## src/rtl/inst_fetch.sv

```systemverilog
// Instruction fetch unit: PC sequencing, redirect handling and an instruction/PC buffer toward decode.
// Define IFETCH_DUAL_ISSUE_EN to fetch two words per accepted bus request; the default build fetches one.
module inst_fetch #(
    parameter logic [31:0] RESET_PC   = 32'hBFC0_0000,
    parameter int          FIFO_DEPTH = 4
) (
    input  logic        clk,
    input  logic        rst,
    output logic [31:0] bus_address,
    output logic        bus_read,
    input  logic        bus_stall,
    input  logic [31:0] bus_data_rd,
    input  logic [31:0] bus_data_rd_2,
    input  logic        redirect_valid,
    input  logic [31:0] redirect_pc,
    output logic        out_valid,
    input  logic        out_ready,
    output logic [31:0] out_inst,
    output logic [31:0] out_pc
);

    localparam int PTR_W = $clog2(FIFO_DEPTH);
    localparam int CNT_W = $clog2(FIFO_DEPTH + 1);
`ifdef IFETCH_DUAL_ISSUE_EN
    localparam int WPF = 2;
`else
    localparam int WPF = 1;
`endif

    typedef enum logic {RUN, REDIR} state_t;

    state_t             r_state;
    logic [31:0]        r_pc;
    logic [CNT_W-1:0]   r_count;
    logic [PTR_W-1:0]   r_wr_ptr;
    logic [PTR_W-1:0]   r_rd_ptr;
    logic [31:0]        r_mem_inst [FIFO_DEPTH];
    logic [31:0]        r_mem_pc   [FIFO_DEPTH];

    logic [CNT_W-1:0]   w_free;
    logic               w_push;
    logic               w_pop;

    // Free space is judged before this cycle's pop so a fetch never relies on a concurrent drain.
    assign w_free      = CNT_W'(FIFO_DEPTH) - r_count;
    assign bus_read    = !rst && (r_state == RUN) && (w_free >= CNT_W'(WPF));
    assign bus_address = r_pc;

    assign w_push = bus_read && !bus_stall && !redirect_valid;
    assign w_pop  = (r_count != '0) && out_ready && !redirect_valid;

    assign out_valid = (r_count != '0);
    assign out_inst  = out_valid ? r_mem_inst[r_rd_ptr] : 32'h0;
    assign out_pc    = out_valid ? r_mem_pc[r_rd_ptr]   : 32'h0;

    always_ff @(posedge clk or posedge rst) begin
        if (rst) begin
            r_state  <= RUN;
            r_pc     <= {RESET_PC[31:2], 2'b00};
            r_count  <= '0;
            r_wr_ptr <= '0;
            r_rd_ptr <= '0;
        end else if (redirect_valid) begin
            r_state  <= REDIR;
            r_pc     <= {redirect_pc[31:2], 2'b00};
            r_count  <= '0;
            r_wr_ptr <= '0;
            r_rd_ptr <= '0;
        end else begin
            r_state <= RUN;
            if (w_push) begin
                r_pc     <= r_pc + 32'(4 * WPF);
                r_wr_ptr <= r_wr_ptr + PTR_W'(WPF);
            end
            if (w_pop)
                r_rd_ptr <= r_rd_ptr + PTR_W'(1);
            r_count <= r_count + (w_push ? CNT_W'(WPF) : CNT_W'(0))
                               - (w_pop ? CNT_W'(1) : CNT_W'(0));
        end
    end

    // Buffer storage carries no reset; validity is tracked solely by r_count.
    always_ff @(posedge clk) begin
        if (w_push) begin
            r_mem_inst[r_wr_ptr] <= bus_data_rd;
            r_mem_pc[r_wr_ptr]   <= r_pc;
`ifdef IFETCH_DUAL_ISSUE_EN
            r_mem_inst[r_wr_ptr + PTR_W'(1)] <= bus_data_rd_2;
            r_mem_pc[r_wr_ptr + PTR_W'(1)]   <= r_pc + 32'd4;
`endif
        end
    end

`ifndef IFETCH_DUAL_ISSUE_EN
    logic w_unused_rd2;
    assign w_unused_rd2 = ^bus_data_rd_2;
`endif

endmodule
```

## config.mk

```make
export PLATFORM = sky130hd
export DESIGN_NAME = inst_fetch
export DESIGN_NICKNAME = d
export VERILOG_FILES = /design/src/rtl/inst_fetch.sv
export SDC_FILE = /design/constraint.sdc
export NUM_CORES = 1
export LEC_CHECK = 0
export BUFFER_PORTS_ARGS = -buffer_cell sky130_fd_sc_hd__buf_2
export CAP_MARGIN = 0
export CORE_AREA = 2 2 142 144
export CTS_CLUSTER_SIZE = 20
export DETAILED_ROUTE_END_ITERATION = 7
export DIE_AREA = 0 0 144 146
export HOLD_SLACK_MARGIN = 0.03
export PLACE_DENSITY = 0.87
export SLEW_MARGIN = 20
export SYNTH_ARGS = -nofsm -noshare
export SYNTH_HDL_FRONTEND = slang
export SYNTH_SLANG_ARGS = --single-unit
```

## constraint.sdc

```tcl
create_clock -name clk -period 9.7 [get_ports clk]
set_clock_uncertainty 0.05 [all_clocks]
set_input_delay 1.94 -clock clk [delete_from_list [all_inputs] [get_ports clk]]
set_output_delay 1.94 -clock clk [all_outputs]
set_load 0.01 [all_outputs]
```

==> impl_metrics.csv <==
group,metric,value,unit
routing,drt-vias-per-instance,5.71,
cts,cts_root_buffer,"clkbuf_16",
power,leakagePower,4.82,nW
worst_setup_path,cp_slowest_stage_delay,0.80,ns
cts,insertion_delay,0.53,ns
yosys,synth_fa_ha_area_frac,0.0125,
worst_setup_path,cp_num_buf_inv,2,
timing,tightest_slew,1.03,ns
cts,numCtsBuffers,28,
routing,num_vias,6243,
global_route,grt_pass1_vias,6381,
cts,cts-resized-gates,0,
global_route,grt_pass1_wl,34600,um
layout,multi_input_area,0.00299,mm^2
routing,ant_nets,0,
timing,period_minus_slack,4.95,ns
yosys,yosysWarnings,0,
yosys,syn_inst,641,
yosys,yosys.area.top_type,"edfxtp_1",
layout,drive_gt1_frac,0.351,
timing,rsz0062_at_grt,"no",
min_path,holdCritPathClass,"reg2reg",
power,power_density,230,mW/mm^2
timing,drv_slew,0,
yosys,synth-edff-count,248,
global_route,grt_antenna_before_repair,0,
worst_setup_path,worst_path_max_delay_cell,"dfrtp_4",
die,ioPinCount,199,
timing,finalHoldViolations,0,
cts,cts.sinks,286,
die,coreArea,0.0193,mm^2
routing,wl,22000,um
cts,hold_buffers,0,
yosys,synth-xor-area-share,0.0235,
yosys,synth.most_common_cell,"edfxtp_1",
layout,fin_nets,918,
yosys,yosysTopAreaCellShare,0.643,
global_route,grt_overflow,0,
layout,n_antenna_cell,0,
timing,max_freq,202,MHz
yosys,synthTopCellsByCount,"edfxtp_1, and2_1, mux4_2",
placement,dp.final_hpwl,12800,um
worst_setup_path,crit_type,"reg2out",
layout,fillers,1242,
yosys,syn_area,0.0116,mm^2
cts,htreeDepth,1,
timing,fin_crit_sh,0.511,
yosys,ys_top_cells_by_area,"edfxtp_1, mux4_2, dfrtp_1, and2_1, dfstp_2",
yosys,synth_top_family_by_area,"multiplexers",
placement,io_buffers,160,
placement,gp_congestion,0.811,
die,dieArea,0.0210,mm^2
yosys,yosysSeqAreaShare,0.727,
routing,drtPass1Iterations,4,
placement,dp_cells,1041,
yosys,avgSynthCellArea,18.1,um^2
worst_setup_path,crit_arrival,2.96,ns
die,die_x,144,um
layout,area_growth,16.6,%
worst_setup_path,crit_chain,"buf_4 -> mux4_2 -> and2_1 -> buf_2",
cts,cts.path.max_buffers,3,
cts,post_cts_buffers,0,
worst_setup_path,cp-end-kind,"primary output",
power,peakVddDrop,0.188,mV
outcome,outcome,"finished, final reports clean",
worst_setup_path,worstPathMaxFanout,36,
yosys,synth_seq_cells,286,
flow_run,maxCapViolCount,0,
worst_setup_path,start_kind,"register",
global_route,grt_use_total,0.213,
yosys,yosys.area_share.simple,0.0825,
yosys,synthMuxAreaShare,0.122,
routing,drt-initial-drc-count,360,
worst_setup_path,crit_family,"buffers and inverters",
layout,regArea,0.00841,mm^2
yosys,synth_ff_type,"edfxtp_1",
yosys,ys_types,42,
timing,setup_viol,0,
die,start_util,0.599,
timing,setup_tns,0,ns
cts,path_clk_slew,0.06,ns
routing,wl_per_cell,20.1,um
routing,drc_errors,0,
timing,slew_headroom,0.313,
global_route,grt_max_degree,71,
yosys,async_flop_share,0.133,
worst_setup_path,critPathRequiredTime,7.71,ns
die,die_y,146,um
layout,final_cells,1093,
die,num_rows,51,
power,power,3.10,mW
cts,cts_tree,"built",
yosys,synth-compound-area-share,0.0149,
-- cells by family (layout without fill, tap and decap cells) --
family	count (synthesis)	in the layout
AO/OA/AOI/OAI	33	33
XOR/XNOR	31	31
adder cells (fa/ha/maj)	11	11
buffers and inverters	44	228
flip-flops	286	286
multiplexers	64	64
other	1	4
AND/OR/NAND/NOR	171	171
-- area by class of cell --
cell class / count / area share
repair buffers: 164 / 0.0616
multi-input cells: 314 / 0.221
flip-flops and latches: 286 / 0.623
well taps: 265 / 0.0246
clock inverters: 18 / 0.0107
clock buffers: 34 / 0.0552
inverters: 12 / 0.00334
-- cells in the final DEF, fill, tap and decap left out, types with 2 or more instances in the layout --
cell type,Yosys,final
nor2b_1,4,4
o21ai_0,28,28
a21oi_1,2,2
and2_1,67,63
clkinv_2,0,6
ha_1,10,10
buf_2,6,160
buf_4,5,4
nor4_1,2,2
clkinv_1,0,6
nand4_1,9,9
nand2_1,39,39
edfxtp_1,248,248
nor2_1,15,15
xor2_1,23,23
dfstp_2,9,9
nor3_1,3,3
bufinv_16,0,2
and3_1,4,4
conb_1,1,4
clkbuf_1,19,5
and2_4,0,4
nand3_1,17,17
mux4_2,62,62
clkbuf_16,0,29
dfrtp_1,29,27
inv_1,12,11
clkinvlp_4,0,3
xnor2_1,8,8
-- registers in the layout, summed over array words and instances (netlist names) --
| name | count |
|---|---|
| r_wr_ptr | 2 |
| r_mem_inst | 128 |
| bus_address | 30 |
| r_state | 1 |
| r_count | 3 |
| r_mem_pc | 120 |
| r_rd_ptr | 2 |
-- routing by layer --
layer  wire length, um  global-route usage  part of all wire
met1              9240               0.307              0.42
met4               358              0.0456             0.016
met5                 0                   0                 0
met3              1450              0.0299             0.066
met2             11000               0.355              0.50
-- path summary, 6_finish.rpt --
path / start / to / slack (ns) / depth (start not counted)
max reg2reg: r_count[1] / r_count[2] / 6.27 / 14
min in group asynchronous: rst / bus_address[14] / 1.45 / 2
min: bus_address[28] / r_mem_pc[2][28] / 0.52 / 0
max in group asynchronous: rst / bus_address[26] / 7.33 / 3
max: r_rd_ptr[0] / out_pc[16] / 4.75 / 4
min reg2reg: bus_address[28] / r_mem_pc[2][28] / 0.52 / 0
-- where the power goes --
group | total (mW) | leakage [nW] | switching, mW | internal (mW)
combinational | 0.619 | 1.69 | 0.313 | 0.306
clock | 1.03 | 0.429 | 0.431 | 0.599
sequential | 1.46 | 2.69 | 0.0697 | 1.39
-- through the flow --
step / setup slack [ns] / hold WS, ns / util / area (um^2)
CTS: 4.64 / 0.522 / 0.698 / 13500
detailed placement: 5.09 / 0.512 / 0.652 / 12600
global route: 4.48 / 0.531 / 0.698 / 13500
floorplan: 4.85 / 0.492 / - / 11600
finish: 4.75 / 0.519 / 0.698 / 13500
global placement: 5.09 / 0.500 / 0.652 / 12600
-- worst reg2reg max path, stage by stage, from the launching register on --
cell and delay (ns):
dfrtp_1 0.46, inv_1 0.07, ha_1 0.18, ha_1 0.26
nor4b_2 0.21, or3_2 0.49, nor2_1 0.30, inv_1 0.10
ha_1 0.30, inv_1 0.08, ha_1 0.15, inv_1 0.06
fa_1 0.38, xnor2_1 0.16, nor2_1 0.05
Note: power is estimated with default switching activity, not from simulation.
